`src/rtl/fft_frame_sequencer.sv`:
```
// fft_frame_sequencer: frames a serial sample stream for the 4-point FFT core,
// launches it, waits on its done handshake and streams the four bins out.
// Optional core watchdog: define FFT_SEQ_TIMEOUT_EN.
module fft_frame_sequencer #(
    parameter int DW      = 10,
    parameter int FW      = 16,
    parameter int CNT_W   = 8,
    parameter int TIMEOUT = 8
) (
    input  logic             clk_in,
    input  logic             reset,
    input  logic             s_valid,
    output logic             s_ready,
    input  logic [DW-1:0]    s_data,
    output logic             fft_new_t,
    output logic [DW-1:0]    fft_pt0,
    output logic [DW-1:0]    fft_pt1,
    output logic [DW-1:0]    fft_pt2,
    output logic [DW-1:0]    fft_pt3,
    input  logic             fft_done,
    input  logic [FW-1:0]    fft_freq0,
    input  logic [FW-1:0]    fft_freq1,
    input  logic [FW-1:0]    fft_freq2,
    input  logic [FW-1:0]    fft_freq3,
    output logic             m_valid,
    input  logic             m_ready,
    output logic [FW-1:0]    m_data,
    output logic             m_last,
    output logic             busy,
    output logic [CNT_W-1:0] frame_cnt,
    output logic             err
);

    typedef enum logic [2:0] {
        S_FILL,
        S_LAUNCH,
        S_WAIT_LO,
        S_WAIT_HI,
        S_DRAIN
    } state_t;

    state_t r_state;
    state_t w_next;

    logic [1:0]       r_idx;
    logic [1:0]       r_k;
    logic [DW-1:0]    r_pt  [4];
    logic [FW-1:0]    r_bin [4];
    logic             r_new_t;
    logic [CNT_W-1:0] r_frame_cnt;

    logic w_accept;
    logic w_latch;
    logic w_beat;
    logic w_to_hit;

`ifdef FFT_SEQ_TIMEOUT_EN
    localparam int TW = $clog2(TIMEOUT + 1);

    logic [TW-1:0] r_tcnt;
    logic          r_err;
    logic          w_waiting;

    assign w_waiting = (r_state == S_WAIT_LO) || (r_state == S_WAIT_HI);
    assign w_to_hit  = w_waiting && (r_tcnt == TW'(TIMEOUT - 1));
    assign err       = r_err;

    // Watchdog: restart on every state entry, count while waiting on the core
    always_ff @(posedge clk_in) begin
        if (!reset) begin
            r_tcnt <= '0;
        end else if (w_next != r_state) begin
            r_tcnt <= '0;
        end else if (w_waiting) begin
            r_tcnt <= r_tcnt + TW'(1);
        end
    end

    // Sticky error once the core misses its handshake
    always_ff @(posedge clk_in) begin
        if (!reset) begin
            r_err <= 1'b0;
        end else if (w_to_hit) begin
            r_err <= 1'b1;
        end
    end
`else
    logic w_unused_timeout;

    assign w_unused_timeout = (TIMEOUT > 0);
    assign w_to_hit         = 1'b0;
    assign err              = 1'b0;
`endif

    // State register
    always_ff @(posedge clk_in) begin
        if (!reset) begin
            r_state <= S_FILL;
        end else begin
            r_state <= w_next;
        end
    end

    // Next-state and handshake decode
    always_comb begin
        w_next   = r_state;
        w_accept = 1'b0;
        w_latch  = 1'b0;
        w_beat   = 1'b0;
        unique case (r_state)
            S_FILL: begin
                w_accept = s_valid;
                if (s_valid && (r_idx == 2'd3)) begin
                    w_next = S_LAUNCH;
                end
            end
            S_LAUNCH: begin
                w_next = S_WAIT_LO;
            end
            S_WAIT_LO: begin
                if (!fft_done) begin
                    w_next = S_WAIT_HI;
                end else if (w_to_hit) begin
                    w_next = S_FILL;
                end
            end
            S_WAIT_HI: begin
                if (fft_done) begin
                    w_latch = 1'b1;
                    w_next  = S_DRAIN;
                end else if (w_to_hit) begin
                    w_next = S_FILL;
                end
            end
            S_DRAIN: begin
                w_beat = m_ready;
                if (m_ready && (r_k == 2'd3)) begin
                    w_next = S_FILL;
                end
            end
            default: begin
                w_next = S_FILL;
            end
        endcase
    end

    // Sample capture into the frame buffer
    always_ff @(posedge clk_in) begin
        if (!reset) begin
            r_idx <= 2'd0;
            for (int i = 0; i < 4; i++) begin
                r_pt[i] <= '0;
            end
        end else if (w_accept) begin
            r_pt[r_idx] <= s_data;
            r_idx       <= r_idx + 2'd1;
        end
    end

    // Launch pulse, high exactly for the LAUNCH cycle
    always_ff @(posedge clk_in) begin
        if (!reset) begin
            r_new_t <= 1'b0;
        end else begin
            r_new_t <= (w_next == S_LAUNCH);
        end
    end

    // Bin latch on done rising, then per-beat output index
    always_ff @(posedge clk_in) begin
        if (!reset) begin
            r_k <= 2'd0;
            for (int i = 0; i < 4; i++) begin
                r_bin[i] <= '0;
            end
        end else if (w_latch) begin
            r_k      <= 2'd0;
            r_bin[0] <= fft_freq0;
            r_bin[1] <= fft_freq1;
            r_bin[2] <= fft_freq2;
            r_bin[3] <= fft_freq3;
        end else if (w_beat) begin
            r_k <= r_k + 2'd1;
        end
    end

    // Completed-frame counter, wraps naturally
    always_ff @(posedge clk_in) begin
        if (!reset) begin
            r_frame_cnt <= '0;
        end else if (w_beat && (r_k == 2'd3)) begin
            r_frame_cnt <= r_frame_cnt + CNT_W'(1);
        end
    end

    assign s_ready   = (r_state == S_FILL);
    assign busy      = (r_state != S_FILL);
    assign fft_new_t = r_new_t;
    assign fft_pt0   = r_pt[0];
    assign fft_pt1   = r_pt[1];
    assign fft_pt2   = r_pt[2];
    assign fft_pt3   = r_pt[3];
    assign m_valid   = (r_state == S_DRAIN);
    assign m_data    = r_bin[r_k];
    assign m_last    = (r_state == S_DRAIN) && (r_k == 2'd3);
    assign frame_cnt = r_frame_cnt;

endmodule
```
`config.mk`:
```
export PLATFORM = sky130hd
export DESIGN_NAME = fft_frame_sequencer
export DESIGN_NICKNAME = d
export VERILOG_FILES = /design/src/rtl/fft_frame_sequencer.sv
export SDC_FILE = /design/constraint.sdc
export NUM_CORES = 1
export LEC_CHECK = 0
export CAP_MARGIN = 20
export CELL_PAD_IN_SITES_DETAIL_PLACEMENT = 1
export CELL_PAD_IN_SITES_GLOBAL_PLACEMENT = 1
export CORE_ASPECT_RATIO = 0.5
export CORE_UTILIZATION = 25
export CTS_CLUSTER_SIZE = 30
export DETAILED_ROUTE_END_ITERATION = 7
export PLACE_DENSITY = 0.52
export SETUP_SLACK_MARGIN = 0.02
export SYNTH_ARGS = -nofsm -noshare
export SYNTH_HDL_FRONTEND = slang
export SYNTH_SLANG_ARGS = --single-unit
```
`constraint.sdc`:
```
create_clock -name clk_in -period 7.7 [get_ports clk_in]
set_input_delay 1.155 -clock clk_in [delete_from_list [all_inputs] [get_ports clk_in]]
set_output_delay 1.155 -clock clk_in [all_outputs]
set_load 0.02 [all_outputs]
```
==> results of run 1 <==
sequential cells by signal, indices dropped and copies added (netlist names), named ones only:
name	flops
fft_new_t	1
frame_cnt	8
r_bin	64
r_idx	2
r_k	2
r_pt	40
r_state	3
critical path, cell delays in order, from the launching register on:
cell and delay, ns:
dfxtp_1 0.51, or3b_1 0.54, inv_1 0.18, and2_1 0.14
clkdlybuf4s50_1 0.60
kinds of logic (layout without fill, tap and decap cells):
kind of cell | after synthesis | after routing
AND/OR/NAND/NOR | 147 | 147
flip-flops | 122 | 122
AO/OA/AOI/OAI | 22 | 22
buffers and inverters | 22 | 189
multiplexers | 17 | 17
adder cells (fa/ha/maj) | 3 | 3
XOR/XNOR | 2 | 2
other | 1 | 1
stage by stage:
step           worst slack [ns]  hold WS, ns   util  cells
6_report                   4.17        0.505  0.376    769
5_1_grt                    4.02        0.535  0.376    769
4_1_cts                    4.12        0.506  0.376    769
3_5_place_dp               4.32        0.495  0.348    737
3_3_place_gp               4.37        0.481  0.348    737
2_1_floorplan              1.17        0.477      -    336
report_power, final:
part	internal (mW)	switching [mW]
Clock	0.470	0.276
Sequential	0.746	0.00879
Combinational	0.0751	0.0642
layer usage:
metal  wire length, um  track usage
met1              5930        0.167
met2              6480        0.216
met3               439       0.0373
met4                92       0.0347
met5                 0            0
cell type report:
cell class | count | area [sq um] | area share
Clock buffer | 21 | 440 | 0.0596
Clock inverter | 11 | 104 | 0.0141
Inverter | 5 | 18.8 | 0.00254
Multi-Input combinational cell | 192 | 1500 | 0.203
Sequential cell | 122 | 3480 | 0.472
Tap cell | 266 | 333 | 0.0451
Timing Repair Buffer | 152 | 1510 | 0.204
synthesized netlist by cell type, drive strengths merged, types with 4 or more instances:
cell and instances:
a21oi 9, and2 106, buf 4, clkbuf 13, dfxtp 18, edfxtp 104
inv 5, mux4 16, nand2 5, nand2b 4, nor2 9, o21ai 5
o31ai 6, or4 6
how the worst min path moves through the flow:
stage / start / to / slack, ns
after detailed placement: frame_cnt[7]$_SDFFE_PN0P_ / frame_cnt[7]$_SDFFE_PN0P_ / 0.49
after global placement: frame_cnt[7]$_SDFFE_PN0P_ / frame_cnt[7]$_SDFFE_PN0P_ / 0.48
final: frame_cnt[4]$_SDFFE_PN0P_ / frame_cnt[4]$_SDFFE_PN0P_ / 0.51
after CTS: frame_cnt[7]$_SDFFE_PN0P_ / frame_cnt[7]$_SDFFE_PN0P_ / 0.51
after floorplan: r_idx[1]$_SDFFE_PN0P_ / r_idx[1]$_SDFFE_PN0P_ / 0.48
after global routing: frame_cnt[4]$_SDFFE_PN0P_ / frame_cnt[4]$_SDFFE_PN0P_ / 0.53
cells in the final DEF, fill, tap and decap left out, types with 4 or more instances in the layout:
master	n
a21oi_1	9
and2_1	106
buf_4	5
clkbuf_1	4
clkbuf_16	17
clkdlybuf4s50_1	147
clkinv_2	5
dfxtp_1	18
edfxtp_1	104
inv_1	5
mux4_2	16
nand2_1	5
nand2b_1	4
nor2_1	8
o21ai_0	4
o31ai_1	6
or4_1	6
==> flow_summary.json, run 1 <==
{
  "status": "complete, no violations",
  "synth_nets": 418,
  "synth_top_flop_cell": "edfxtp_1",
  "n_fill_cell": 2051,
  "crit_start": "r_state[2]$_SDFF_PN0_",
  "synth_compound_area_frac": 0.0263,
  "cts_max_path_buffers": 2,
  "final_area_sq_mm": 0.00738,
  "cts_root_buffer": "clkbuf_16",
  "die-area_sq_mm": 0.0208,
  "synthAdderAreaFrac": 0.00743,
  "period_share": 0.458,
  "ys_ff_latch": 122,
  "post_synth_and_or_nand_nor_area_fraction": 0.181,
  "wl_per_cell_um": 16.8,
  "worst_slew_pin_slew_ns": 0.922,
  "grt_pass1_vias": 3436,
  "tns_ns": 0,
  "cts-buffers-inserted": 17,
  "post_drt_via_cell_ratio": 4.19,
  "hp-class": "register to register",
  "crit_path_max_fanout": 10,
  "synth_warnings": 0,
  "grt_pass1_wl_um": 19900,
  "synth-edff-count": 104,
  "htreeDepth": 4,
  "synth_area_leader_cell": "edfxtp_1",
  "grt_max_degree": 68,
  "slew_headroom": 0.384,
  "drv_cap": 0,
  "drive_gt1_frac": 0.0994,
  "core_area_sq_mm": 0.0196,
  "cts_tree": "done",
  "wl_um": 12900,
  "ant_nets": 0,
  "synth_top_family_by_area": "simple AND/OR/NAND/NOR gates",
  "power.density_mw_per_mm2": 222,
  "clk_latency_ns": 0.40,
  "endpoint_kind": "output port",
  "first_pass_iters": 4,
  "die_h_um": 103,
  "yosysTopAreaCellShare": 0.618,
  "rrSetupSlack_ns": 5.66,
  "skew_ns": 0.0103,
  "synth_xor_area_frac": 0.00347,
  "cts_resized": 0,
  "hold_violations": 0,
  "finalSetupViolCount": 0,
  "syn_to_final_growth_pct": 46.2,
  "dp_hpwl_um": 8940,
  "leakage_nw": 2.64,
  "rr_worst_depth": 3,
  "port_buffers": 147,
  "grt_overflow": 0,
  "initial_core_util": 0.257,
  "num_rows": 36,
  "drc": 0,
  "yosys-top-cells-area": "edfxtp_1, and2_1, dfxtp_1",
  "cts.sinks": 122,
  "rsz0062_at_grt": "no",
  "die_x_um": 203,
  "yosysSeqAreaShare": 0.690,
  "path_class": "register to output port",
  "ios": 149,
  "r2r-start": "r_state[1]$_SDFF_PN0_",
  "finalPower_mw": 1.64,
  "antenna_found_initial": 0,
  "drtIter0Drc": 90,
  "hold_buffers": 0,
  "min_path_cells": 2,
  "syn_inst": 336,
  "ys_types": 35,
  "crit_end": "m_last",
  "cts.clk_slew.worst_paths_ns": 0.06,
  "antenna_cells": 0,
  "vias": 3223,
  "syn_area_per_cell_sq_um": 15.0,
  "arrival_ns": 2.37,
  "place_area_sq_mm": 0.00684,
  "synthMuxAreaShare": 0.0733,
  "peakVddDrop_mv": 0.149,
  "cp-start-kind": "register",
  "cp.required_ns": 6.55,
  "fin_nets": 572,
  "synth.cell_area_sq_mm": 0.00505,
  "fmax_mhz": 284,
  "grt_usage": 0.130,
  "timing.rr.end": "r_bin[0][1]$_SDFFCE_PN0P_",
  "place_congestion": 0.678,
  "async_flop_share": 0,
  "slew_viol_final": 0,
  "cts_setup_buffers": 0,
  "fin_crit_ns": 3.53
}
(Power assumes the default switching activity.)
==> run 2: changes to the inputs <==
clock period = 3.64 ns   (was 7.7 ns; I/O delays follow)
==> run 2 against run 1 <==
Clock power grew 110%; first-iteration DRC count fell by 6.7%; die area stayed put; non-clock buffer count grew 2; routed wire length increased by 0.15%; sequential share of layout area fell by 0.14 points; sequential power rose by 110%; power increased by 110%; largest cell class unchanged.
==> flow_summary.json, run 2 (synthesized netlist as in run 1, its figures left out) <==
{
  "status": "complete, no violations",
  "hold_violations": 0,
  "hold_buffers": 0,
  "post_drt_via_cell_ratio": 4.15,
  "antenna_cells": 0,
  "crit_path_max_fanout": 10,
  "die_h_um": 103,
  "internal_power_mw": 2.72,
  "drv_cap": 0,
  "peakVddDrop_mv": 0.304,
  "vias": 3190,
  "rr_worst_depth": 3,
  "drive_gt1_frac": 0.103,
  "p_seq_frac": 0.461,
  "n_fill_cell": 2064,
  "ant_nets": 0,
  "ios": 149,
  "cts_max_path_buffers": 2,
  "hp-class": "register to register",
  "cts_setup_buffers": 0,
  "clk_latency_ns": 0.40,
  "clockPowerShare": 0.454,
  "multiInputGateArea_sq_mm": 0.00150,
  "cts.clk_slew.worst_paths_ns": 0.06,
  "rsz0062_at_grt": "no",
  "grt_usage": 0.128,
  "syn_to_final_growth_pct": 46.6,
  "period_share": 0.806,
  "finalPower_mw": 3.47,
  "rrSetupSlack_ns": 1.57,
  "initial_core_util": 0.257,
  "fmax_mhz": 341,
  "antenna_found_initial": 0,
  "cts_root_buffer": "clkbuf_16",
  "dp_hpwl_um": 8770,
  "combPwrFrac": 0.085,
  "drc": 0,
  "timing.rr.end": "r_pt[1][4]$_SDFFCE_PN0P_",
  "r2r-start": "r_state[2]$_SDFF_PN0_",
  "final_area_sq_mm": 0.00741,
  "hold_start": "frame_cnt[3]$_SDFFE_PN0P_",
  "place_congestion": 0.702,
  "p_sw_mw": 0.750,
  "cp.required_ns": 3.09,
  "grt_pass1_vias": 3383,
  "htreeDepth": 4,
  "min_path_cells": 2,
  "cts_resized": 0,
  "arrival_ns": 2.39,
  "largest_reg_flops": 64,
  "cts.sinks": 122,
  "regMostFlops": "r_bin",
  "wl_per_cell_um": 16.8,
  "cts_tree": "done",
  "layout_commonest_cell": "clkdlybuf4s50_1",
  "grt_pass1_wl_um": 19300,
  "fin_crit_ns": 2.94,
  "regArea_sq_mm": 0.00348,
  "port_buffers": 147,
  "finalSetupViolCount": 0,
  "num_rows": 36,
  "slew_headroom": 0.558,
  "worst_slew_pin_slew_ns": 0.661,
  "min_to": "frame_cnt[3]$_SDFFE_PN0P_",
  "place_area_sq_mm": 0.00687,
  "first_pass_iters": 4,
  "power.density_mw_per_mm2": 469,
  "final_cell_mix": "clkdlybuf4s50_1, and2_1, edfxtp_1",
  "leakage_nw": 2.65,
  "path_class": "register to output port",
  "endpoint_kind": "output port",
  "tns_ns": 0,
  "skew_ns": 0.00844,
  "cts-buffers-inserted": 17,
  "wl_um": 13000,
  "die_x_um": 203,
  "core_area_sq_mm": 0.0196,
  "slew_viol_final": 0,
  "drtIter0Drc": 84,
  "grt_max_degree": 68,
  "cp-start-kind": "register",
  "fin_nets": 574,
  "swShare": 0.216,
  "grt_overflow": 0,
  "die-area_sq_mm": 0.0208
}
-- run 2: how the worst max path moves through the flow --
stage,to,startpoint,slack [ns]
global placement,r_pt[3][1]$_DFFE_PP_,s_valid,0.94
floorplan,r_bin[0][0]$_SDFFCE_PN0P_,fft_done,0.77
CTS,m_last,r_state[2]$_SDFF_PN0_,0.67
finish,m_last,r_state[2]$_SDFF_PN0_,0.70
global route,m_last,r_state[2]$_SDFF_PN0_,0.58
detailed placement,r_pt[0][4]$_SDFFCE_PN0P_,reset,0.89
-- run 2: cell type report --
type                       count  area share
clock buffer                  19      0.0584
clock inverter                11      0.0144
inverter                       5     0.00253
multi-input combinational    192       0.202
sequential                   122       0.470
tap                          266      0.0449
timing repair buffer         154       0.207
-- run 2: metrics by stage --
step	worst slack [ns]	cells	hold WS, ns	utilization
after detailed placement	0.891	739	0.492	0.350
after CTS	0.671	769	0.507	0.377
after global routing	0.585	769	0.542	0.377
final	0.705	769	0.508	0.377
after floorplan	0.769	336	0.477	-
after global placement	0.942	739	0.486	0.350
-- run 2: routing by layer --
| metal | up-vias | GRT usage | part of all wire |
|---|---|---|---|
| li1 | 1536 | - | - |
| met1 | 1586 | 0.173 | 0.49 |
| met3 | 8 | 0.0348 | 0.037 |
| met2 | 60 | 0.200 | 0.47 |
| met5 | - | 0 | 0 |
| met4 | 0 | 0.0434 | 0.0077 |
-- run 2: critical path, cell delays in order (launching register included) --
cell             delay (ns)
dfxtp_1                0.53
or3b_1                 0.53
inv_1                  0.18
and2_1                 0.14
clkdlybuf4s50_1        0.60
-- run 2: power groups by stage --
stage / combinational (mW) / clock (mW) / sequential [mW]
floorplan: 0.0682 / 0 / 1.66
global placement: 0.298 / 0 / 1.63
detailed placement: 0.300 / 0 / 1.63
CTS: 0.302 / 1.63 / 1.60
global route: 0.313 / 1.69 / 1.61
finish: 0.296 / 1.58 / 1.60
